**src/rtl/vga_layer_arbiter_if.sv**
```systemverilog
// vga_layer_arbiter_if
// Groups the pixel, layer, configuration and status signals of the layer
// arbiter into one bundle. The master side is the sprite/compositor
// environment. The slave side is the arbiter itself.
interface vga_layer_arbiter_if #(
  parameter int N_LAYERS = 10,
  parameter int COLOR_W  = 12,
  parameter int IDX_W    = 4
);

  logic                          pix_in_valid;
  logic                          frame_start;
  logic [N_LAYERS-1:0]           layer_en;
  logic [N_LAYERS*COLOR_W-1:0]   layer_rgb;
  logic [COLOR_W-1:0]            bg_rgb;
  logic                          cfg_wr;
  logic [N_LAYERS-1:0]           cfg_mask;

  logic                          pix_valid;
  logic [COLOR_W-1:0]            pix_rgb;
  logic                          pix_en;
  logic [IDX_W-1:0]              pix_layer;
  logic [N_LAYERS-1:0]           active_mask;
  logic                          coll_flag;
  logic [15:0]                   coll_count;

  modport master (
    output pix_in_valid, frame_start, layer_en, layer_rgb, bg_rgb, cfg_wr, cfg_mask,
    input  pix_valid, pix_rgb, pix_en, pix_layer, active_mask, coll_flag, coll_count
  );

  modport slave (
    input  pix_in_valid, frame_start, layer_en, layer_rgb, bg_rgb, cfg_wr, cfg_mask,
    output pix_valid, pix_rgb, pix_en, pix_layer, active_mask, coll_flag, coll_count
  );

endinterface

```
**src/rtl/vga_layer_arbiter.sv**
```systemverilog
// vga_layer_arbiter
// Per-pixel priority arbiter for the sprite/layer compositor. Layer 0 has the
// highest priority. A double-buffered layer mask only changes at frame start.
// The pipeline has two register stages, so latency is two pixel clocks and
// throughput is one pixel per clock.
// Optional feature macro: VGA_COLLISION_EN builds the per-frame overlap counter
// (coll_flag / coll_count). Without the macro both outputs are tied to zero.
module vga_layer_arbiter #(
  parameter int N_LAYERS = 10,
  parameter int COLOR_W  = 12,
  parameter int IDX_W    = 4
) (
  input  logic                clk,
  input  logic                rst,
  vga_layer_arbiter_if.slave  io_bus
);

  // ---------------------------------------------------------------------
  // Mask double buffer
  // ---------------------------------------------------------------------
  logic [N_LAYERS-1:0] r_shadowMask;
  logic [N_LAYERS-1:0] r_activeMask;

  // Software writes land in the shadow copy. Frame start promotes the shadow
  // copy. A write in the same cycle as frame start goes straight through.
  always_ff @(posedge clk or posedge rst) begin
    if (rst) begin
      r_shadowMask <= '1;
      r_activeMask <= '1;
    end else begin
      if (io_bus.cfg_wr) begin
        r_shadowMask <= io_bus.cfg_mask;
      end
      if (io_bus.frame_start) begin
        r_activeMask <= io_bus.cfg_wr ? io_bus.cfg_mask : r_shadowMask;
      end
    end
  end

  // ---------------------------------------------------------------------
  // Stage 1: masking and priority encode
  // ---------------------------------------------------------------------
  logic [N_LAYERS-1:0] w_m;
  logic [IDX_W-1:0]    w_idx;
  logic [COLOR_W-1:0]  w_sel;
  logic                w_hit;

  // Pixels outside the active area are forced to "no layer" here. That makes
  // blanking fall out of the same path as an empty pixel.
  assign w_m = io_bus.pix_in_valid ? (io_bus.layer_en & r_activeMask) : '0;

  // Scan from the lowest-priority layer upwards, so the last hit written is
  // the lowest index, which is the highest-priority layer.
  always_comb begin
    w_idx = '1;
    w_sel = '0;
    w_hit = 1'b0;
    for (int k = N_LAYERS - 1; k >= 0; k--) begin
      if (w_m[k]) begin
        w_idx = IDX_W'(k);
        w_sel = io_bus.layer_rgb[k*COLOR_W +: COLOR_W];
        w_hit = 1'b1;
      end
    end
  end

  logic                r_s1Valid;
  logic                r_s1Hit;
  logic [IDX_W-1:0]    r_s1Idx;
  logic [COLOR_W-1:0]  r_s1Rgb;

  // Register the encoder result together with the pixel-valid qualifier.
  always_ff @(posedge clk or posedge rst) begin
    if (rst) begin
      r_s1Valid <= 1'b0;
      r_s1Hit   <= 1'b0;
      r_s1Idx   <= '1;
      r_s1Rgb   <= '0;
    end else begin
      r_s1Valid <= io_bus.pix_in_valid;
      r_s1Hit   <= w_hit;
      r_s1Idx   <= w_idx;
      r_s1Rgb   <= w_sel;
    end
  end

  // ---------------------------------------------------------------------
  // Stage 2: composite output
  // ---------------------------------------------------------------------
  logic                r_pixValid;
  logic                r_pixEn;
  logic [IDX_W-1:0]    r_pixLayer;
  logic [COLOR_W-1:0]  r_pixRgb;

  // Pick the layer colour, the background, or black during blanking.
  always_ff @(posedge clk or posedge rst) begin
    if (rst) begin
      r_pixValid <= 1'b0;
      r_pixEn    <= 1'b0;
      r_pixLayer <= '1;
      r_pixRgb   <= '0;
    end else begin
      r_pixValid <= r_s1Valid;
      r_pixEn    <= r_s1Hit;
      r_pixLayer <= r_s1Hit ? r_s1Idx : '1;
      if (!r_s1Valid) begin
        r_pixRgb <= '0;
      end else if (r_s1Hit) begin
        r_pixRgb <= r_s1Rgb;
      end else begin
        r_pixRgb <= io_bus.bg_rgb;
      end
    end
  end

  assign io_bus.pix_valid   = r_pixValid;
  assign io_bus.pix_en      = r_pixEn;
  assign io_bus.pix_layer   = r_pixLayer;
  assign io_bus.pix_rgb     = r_pixRgb;
  assign io_bus.active_mask = r_activeMask;

  // ---------------------------------------------------------------------
  // Per-frame overlap counter
  // ---------------------------------------------------------------------
`ifdef VGA_COLLISION_EN
  typedef enum logic {
    IDLE  = 1'b0,
    COUNT = 1'b1
  } collState_t;

  collState_t  r_state;
  collState_t  w_nextState;
  logic [15:0] r_cnt;
  logic [15:0] w_cntNext;
  logic [15:0] r_collCount;
  logic [15:0] w_collCountNext;
  logic        r_collFlag;
  logic        w_collFlagNext;
  logic        w_ovl;

  // The overlap is taken from the stage-1 encoder input rather than its
  // register. That way a pixel and the frame_start pulse beside it are
  // attributed to the same frame, and coll_count changes on the edge that
  // samples frame_start.
  assign w_ovl = ($countones(w_m) >= 2);

  // Frame state register and counter registers.
  always_ff @(posedge clk or posedge rst) begin
    if (rst) begin
      r_state     <= IDLE;
      r_cnt       <= '0;
      r_collCount <= '0;
      r_collFlag  <= 1'b0;
    end else begin
      r_state     <= w_nextState;
      r_cnt       <= w_cntNext;
      r_collCount <= w_collCountNext;
      r_collFlag  <= w_collFlagNext;
    end
  end

  // IDLE waits for the first frame boundary. In IDLE, overlaps are ignored
  // because the first frame is only partial. COUNT accumulates overlaps with
  // saturation and hands the total off at each frame boundary.
  always_comb begin
    w_nextState     = r_state;
    w_cntNext       = r_cnt;
    w_collCountNext = r_collCount;
    w_collFlagNext  = r_collFlag;
    case (r_state)
      IDLE: begin
        if (io_bus.frame_start) begin
          w_nextState = COUNT;
        end
      end
      COUNT: begin
        if (io_bus.frame_start) begin
          w_collCountNext = r_cnt;
          w_cntNext       = {15'd0, w_ovl};
          w_collFlagNext  = w_ovl;
        end else if (w_ovl) begin
          if (r_cnt != 16'hFFFF) begin
            w_cntNext = r_cnt + 16'd1;
          end
          w_collFlagNext = 1'b1;
        end
      end
      default: begin
        w_nextState = IDLE;
      end
    endcase
  end

  assign io_bus.coll_flag  = r_collFlag;
  assign io_bus.coll_count = r_collCount;
`else
  assign io_bus.coll_flag  = 1'b0;
  assign io_bus.coll_count = 16'd0;
`endif

endmodule

```
**src/flat_wrapper.sv**
```systemverilog
// flat-port wrapper written by rule: the top's interface ports become plain ports
module vga_layer_arbiter_flat 
#(
  parameter int N_LAYERS = 10,
  parameter int COLOR_W  = 12,
  parameter int IDX_W    = 4
)
  (clk, rst, io_bus_pix_in_valid, io_bus_frame_start, io_bus_layer_en, io_bus_layer_rgb, io_bus_bg_rgb, io_bus_cfg_wr, io_bus_cfg_mask, io_bus_pix_valid, io_bus_pix_rgb, io_bus_pix_en, io_bus_pix_layer, io_bus_active_mask, io_bus_coll_flag, io_bus_coll_count);
  vga_layer_arbiter_if #(.N_LAYERS(N_LAYERS), .COLOR_W(COLOR_W), .IDX_W(IDX_W)) io_bus_i ();
  input  logic clk;
  input  logic rst;
  input wire logic [$bits(io_bus_i.pix_in_valid)-1:0] io_bus_pix_in_valid;
  input wire logic [$bits(io_bus_i.frame_start)-1:0] io_bus_frame_start;
  input wire logic [$bits(io_bus_i.layer_en)-1:0] io_bus_layer_en;
  input wire logic [$bits(io_bus_i.layer_rgb)-1:0] io_bus_layer_rgb;
  input wire logic [$bits(io_bus_i.bg_rgb)-1:0] io_bus_bg_rgb;
  input wire logic [$bits(io_bus_i.cfg_wr)-1:0] io_bus_cfg_wr;
  input wire logic [$bits(io_bus_i.cfg_mask)-1:0] io_bus_cfg_mask;
  output wire logic [$bits(io_bus_i.pix_valid)-1:0] io_bus_pix_valid;
  output wire logic [$bits(io_bus_i.pix_rgb)-1:0] io_bus_pix_rgb;
  output wire logic [$bits(io_bus_i.pix_en)-1:0] io_bus_pix_en;
  output wire logic [$bits(io_bus_i.pix_layer)-1:0] io_bus_pix_layer;
  output wire logic [$bits(io_bus_i.active_mask)-1:0] io_bus_active_mask;
  output wire logic [$bits(io_bus_i.coll_flag)-1:0] io_bus_coll_flag;
  output wire logic [$bits(io_bus_i.coll_count)-1:0] io_bus_coll_count;
  assign io_bus_i.pix_in_valid = io_bus_pix_in_valid;
  assign io_bus_i.frame_start = io_bus_frame_start;
  assign io_bus_i.layer_en = io_bus_layer_en;
  assign io_bus_i.layer_rgb = io_bus_layer_rgb;
  assign io_bus_i.bg_rgb = io_bus_bg_rgb;
  assign io_bus_i.cfg_wr = io_bus_cfg_wr;
  assign io_bus_i.cfg_mask = io_bus_cfg_mask;
  assign io_bus_pix_valid = io_bus_i.pix_valid;
  assign io_bus_pix_rgb = io_bus_i.pix_rgb;
  assign io_bus_pix_en = io_bus_i.pix_en;
  assign io_bus_pix_layer = io_bus_i.pix_layer;
  assign io_bus_active_mask = io_bus_i.active_mask;
  assign io_bus_coll_flag = io_bus_i.coll_flag;
  assign io_bus_coll_count = io_bus_i.coll_count;
  vga_layer_arbiter #(.N_LAYERS(N_LAYERS), .COLOR_W(COLOR_W), .IDX_W(IDX_W)) u_core (.clk(clk), .rst(rst), .io_bus(io_bus_i));
endmodule
```
**config.mk**
```make
export PLATFORM = sky130hd
export DESIGN_NAME = vga_layer_arbiter_flat
export DESIGN_NICKNAME = d
export VERILOG_FILES = /design/src/rtl/vga_layer_arbiter_if.sv /design/src/rtl/vga_layer_arbiter.sv /design/src/flat_wrapper.sv
export SDC_FILE = /design/constraint.sdc
export NUM_CORES = 1
export LEC_CHECK = 0
export ABC_AREA = 1
export CAP_MARGIN = 20
export CORE_MARGIN = 5
export CORE_UTILIZATION = 39
export CTS_CLUSTER_DIAMETER = 150
export CTS_CLUSTER_SIZE = 8
export DETAILED_ROUTE_END_ITERATION = 7
export PLACE_DENSITY = 0.81
export SLEW_MARGIN = 25
export SYNTH_ARGS = -nofsm -noshare
export SYNTH_HDL_FRONTEND = slang
export SYNTH_SLANG_ARGS = --single-unit
```
**constraint.sdc**
```tcl
create_clock -name clk -period 2 [get_ports clk]
set_input_delay 0.4 -clock clk [delete_from_list [all_inputs] [get_ports clk]]
set_output_delay 0.4 -clock clk [all_outputs]
set_load 0.02 [all_outputs]
```
==> reports/results.tsv <==
stage	metric	value	unit
route	routed-via-count	3606	
clocking	tritoncts	done	
grt	grt_start_max_net_pins	57	
setup_path	slowest_delay	0.62	ns
yosys	avgSynthCellArea	7.884	um2
route	met1Wirelength	4.653	mm
cells_and_area	areaGrowthSynthToFinish	58.27	%
grt	global_route_wire_length_before_repair	18.90	mm
route	finalWirelength	11.92	mm
power	p_leak	2.465	nW
sta	worst_clock_skew	0.01097	ns
sta	setup_viol	0	
power	power_switching	1.150	mW
die	design.die.area	11060	um2
yosys	synth.cell_area	3532	um2
placement	dpl_cell_area	5469	um2
route	drt-pass1-iter-count	5	
clocking	cts.hold.buffers_added	0	
yosys	yosysUniqueCellTypes	32	
grt	number_of_global_route_vias_before_repair	3774	
sta	grt_setup_unrepaired	no	
setup_path	worstPathMaxFanout	4	
sta	maxSlewHeadroom	0.6682	
clocking	root_buffer	sky130_fd_sc_hd__clkbuf_8	
clocking	cts.path.max_buffers	2	
power	intPower	2.526	mW
yosys	dominantRegCellSynth	sky130_fd_sc_hd__dfstp_2	
yosys	synth.ff_latch_count	56	
sta	period_share	0.9705	
setup_path	crit_path_cell_trace	clkdlybuf4s50_1	
clocking	clock_edge_transition_at_the_registers_on_the_reported_setup_and_hold_paths	0.10	ns
yosys	number_of_synthesized_flops_with_an_enable_pin	0	
status	run_status	completed	
flow_run	max_cap_viol_count	0	
cells_and_area	nNetsFinal	790	
route	drt-vias-per-instance	4.860	
clocking	post_cts_resize_count	0	
route	met2RoutedLength	5.998	mm
yosys	post_synth_inst_count	448	
power	pwr-share-seq	0.405	
die	fp.dieW	105.2	um
placement	place.port_buffers	184	
route	drt-initial-drc-count	244	
die	die-height	105.2	um
sta	clock.fmax	515.2	MHz
clocking	cts_setup_buffers	0	
route	met3_wirelength	901	um
setup_path	timing.critical_path.from_type	flip-flop	
die	ios	202	
sta	tightestPinTransition	0.4962	ns
grt	grt_antenna_before_repair	0	
clocking	number_of_clock_buffers_inserted_by_tritoncts	5	
cells_and_area	n_antenna_cell	0	
cells_and_area	fraction_of_final_layout_cells_with_drive_strength_greater_than_1	0.1735	
route	wl_per_instance	16.07	um
yosys	ys.warnings.count	0	
sta	slew_viol_final	0	
route	route.top_layer_used	met4	
placement	gp_congestion	0.8547	
die	area_of_the_core	8763	um2
die	num_rows	34	
cells_and_area	final_cell_area	5590	um2
power	switching_share	0.3128	
cells_and_area	ff_latch_area	1436	um2
power	vdd_ir_drop_max	0.3160	mV
cells_and_area	mostFrequentLayoutCell	sky130_fd_sc_hd__clkdlybuf4s50_1	
min_path	hold_path_class	input pin to asynchronous set/reset pin	
setup_path	worst_ep_required_time	1.60	ns
cells_and_area	final_core_util	0.6379	
sta	finalWorstSetupSlack	0.05892	ns
setup_path	critical_path_arrival	1.54	ns
yosys	synth_sequential_area_ratio	0.4067	
clocking	cts_num_sinks	56	
sta	report.final.hold_viol_count	0	
placement	place_worst_setup_slack	-0.08212	ns
setup_path	critPathCaptureType	primary output	
power	power.combinational.fraction	0.383	
sta	final.setup.tns	0	ns
die	start_util	0.4031	
setup_path	cp_top_family	buffers and inverters	
placement	place_inst	734	
grt	gr-usage-all-layers	0.2097	
cells_and_area	finish.cell_count_without_fillers	742	
clocking	clkLatencyLatePin	0.31	ns
power	pwr-share-clk	0.212	
placement	detailed_place_hpwl	9.869	mm
cells_and_area	fillCellCount	717	
setup_path	path_class	flip-flop to primary output	
grt	grt_overflow_total	0	
yosys	synth-async-reset-ratio	1.000	
cells_and_area	most-common-layout-cells	sky130_fd_sc_hd__clkdlybuf4s50_1, sky130_fd_sc_hd__nor2_1, sky130_fd_sc_hd__nand2_1, sky130_fd_sc_hd__o21ai_0, sky130_fd_sc_hd__a21oi_1	
setup_path	critical_path_buf_inv_count	1	
sta	post-route-min-period	1.941	ns
power	power.density	657.5	nW/um2
clocking	cts_max_level	2	
route	ant_nets	0	
setup_path	worst_path_max_delay_cell	sky130_fd_sc_hd__clkdlybuf4s50_1	
cells_and_area	multi_input_comb_area	1788	um2
route	remaining_drc_errors	0	
through the flow:
stage	power (mW)	hold WS (ns)
finish	3.676	0.4562
global route	3.898	0.4775
CTS	3.705	0.4590
detailed placement	2.920	0.4658
global placement	2.893	0.4690
floorplan	2.243	0.3805
registers in the layout, indices dropped and copies added, names as in the netlist:
name	count
u_core.r_s1Idx	4
u_core.r_s1Hit	1
u_core.io_bus.pix_layer	4
u_core.r_s1Rgb	12
u_core.io_bus.pix_rgb	12
u_core.r_shadowMask	10
u_core.r_s1Valid	1
u_core.io_bus.pix_valid	1
u_core.io_bus.pix_en	1
u_core.io_bus.active_mask	10
power groups by stage:
stage / Combinational, mW / Sequential, mW / Clock [mW]
2_1_floorplan: 0.629 / 1.61 / 0
3_3_place_gp: 1.39 / 1.51 / 0
3_5_place_dp: 1.40 / 1.51 / 0
4_1_cts: 1.41 / 1.49 / 0.799
5_1_grt: 1.53 / 1.51 / 0.853
6_report: 1.41 / 1.49 / 0.780
Yosys cell counts (all sizes together), types with 2 or more instances:
| cell | instances | area share |
|---|---|---|
| mux2 | 20 | 0.064 |
| dfstp | 28 | 0.21 |
| clkbuf | 5 | 0.0053 |
| nand2 | 94 | 0.10 |
| inv | 25 | 0.027 |
| a21oi | 37 | 0.061 |
| buf | 33 | 0.071 |
| dfrtp | 28 | 0.20 |
| nor3 | 2 | 0.0028 |
| a31oi | 2 | 0.0078 |
| o21ai | 37 | 0.053 |
| nand3 | 13 | 0.039 |
| or2 | 4 | 0.0071 |
| nor2 | 105 | 0.12 |
| o211a | 9 | 0.026 |
cell type report:
type / count / share of cell area
sequential: 56 / 0.2569
timing repair buffer: 200 / 0.3599
clock buffer: 6 / 0.01477
multi-input combinational: 344 / 0.3198
inverter: 26 / 0.01746
clock inverter: 2 / 0.006938
tap: 108 / 0.02417
worst min-delay path, stage by stage:
cell                              delay [ns]
sky130_fd_sc_hd__clkdlybuf4s50_1        0.41
sky130_fd_sc_hd__inv_2                  0.07
sky130_fd_sc_hd__buf_12                 0.26
logic make-up (layout without fill, tap and decap cells):
family / count (synthesis) / in the layout / synth area share
AO/OA/AOI/OAI: 88 / 88 / 0.1541
buffers and inverters: 64 / 234 / 0.1041
flip-flops: 56 / 56 / 0.4067
multiplexers: 20 / 20 / 0.06376
other: 1 / 17 / 0.001062
AND/OR/NAND/NOR: 219 / 219 / 0.2703
layer usage:
layer	global-route usage	vias to the layer above
met3	0.04007	31
met2	0.3687	181
met4	0.08219	0
met5	0	-
li1	-	1783
met1	0.2512	1611
path summary, 6_finish.rpt:
| kind | start | end | slack, ns | cells after the start |
|---|---|---|---|---|
| min in group clk | u_core.r_s1Rgb[9]$_DFF_PP0_ | u_core.io_bus.pix_rgb[9]$_DFF_PP0_ | 0.49 | 2 |
| min reg2reg | u_core.r_s1Rgb[9]$_DFF_PP0_ | u_core.io_bus.pix_rgb[9]$_DFF_PP0_ | 0.49 | 2 |
| max reg2reg | u_core.io_bus.active_mask[9]$_DFFE_PP1P_ | u_core.r_s1Rgb[5]$_DFF_PP0_ | 0.45 | 9 |
| max in group asynchronous | rst | u_core.io_bus.pix_layer[0]$_DFF_PP1_ | 1.25 | 3 |
| max | u_core.io_bus.active_mask[2]$_DFFE_PP1P_ | io_bus_active_mask[2] | 0.06 | 1 |
| min | rst | u_core.r_s1Valid$_DFF_PP0_ | 0.46 | 3 |
Note: power is estimated with default switching activity, not from simulation.
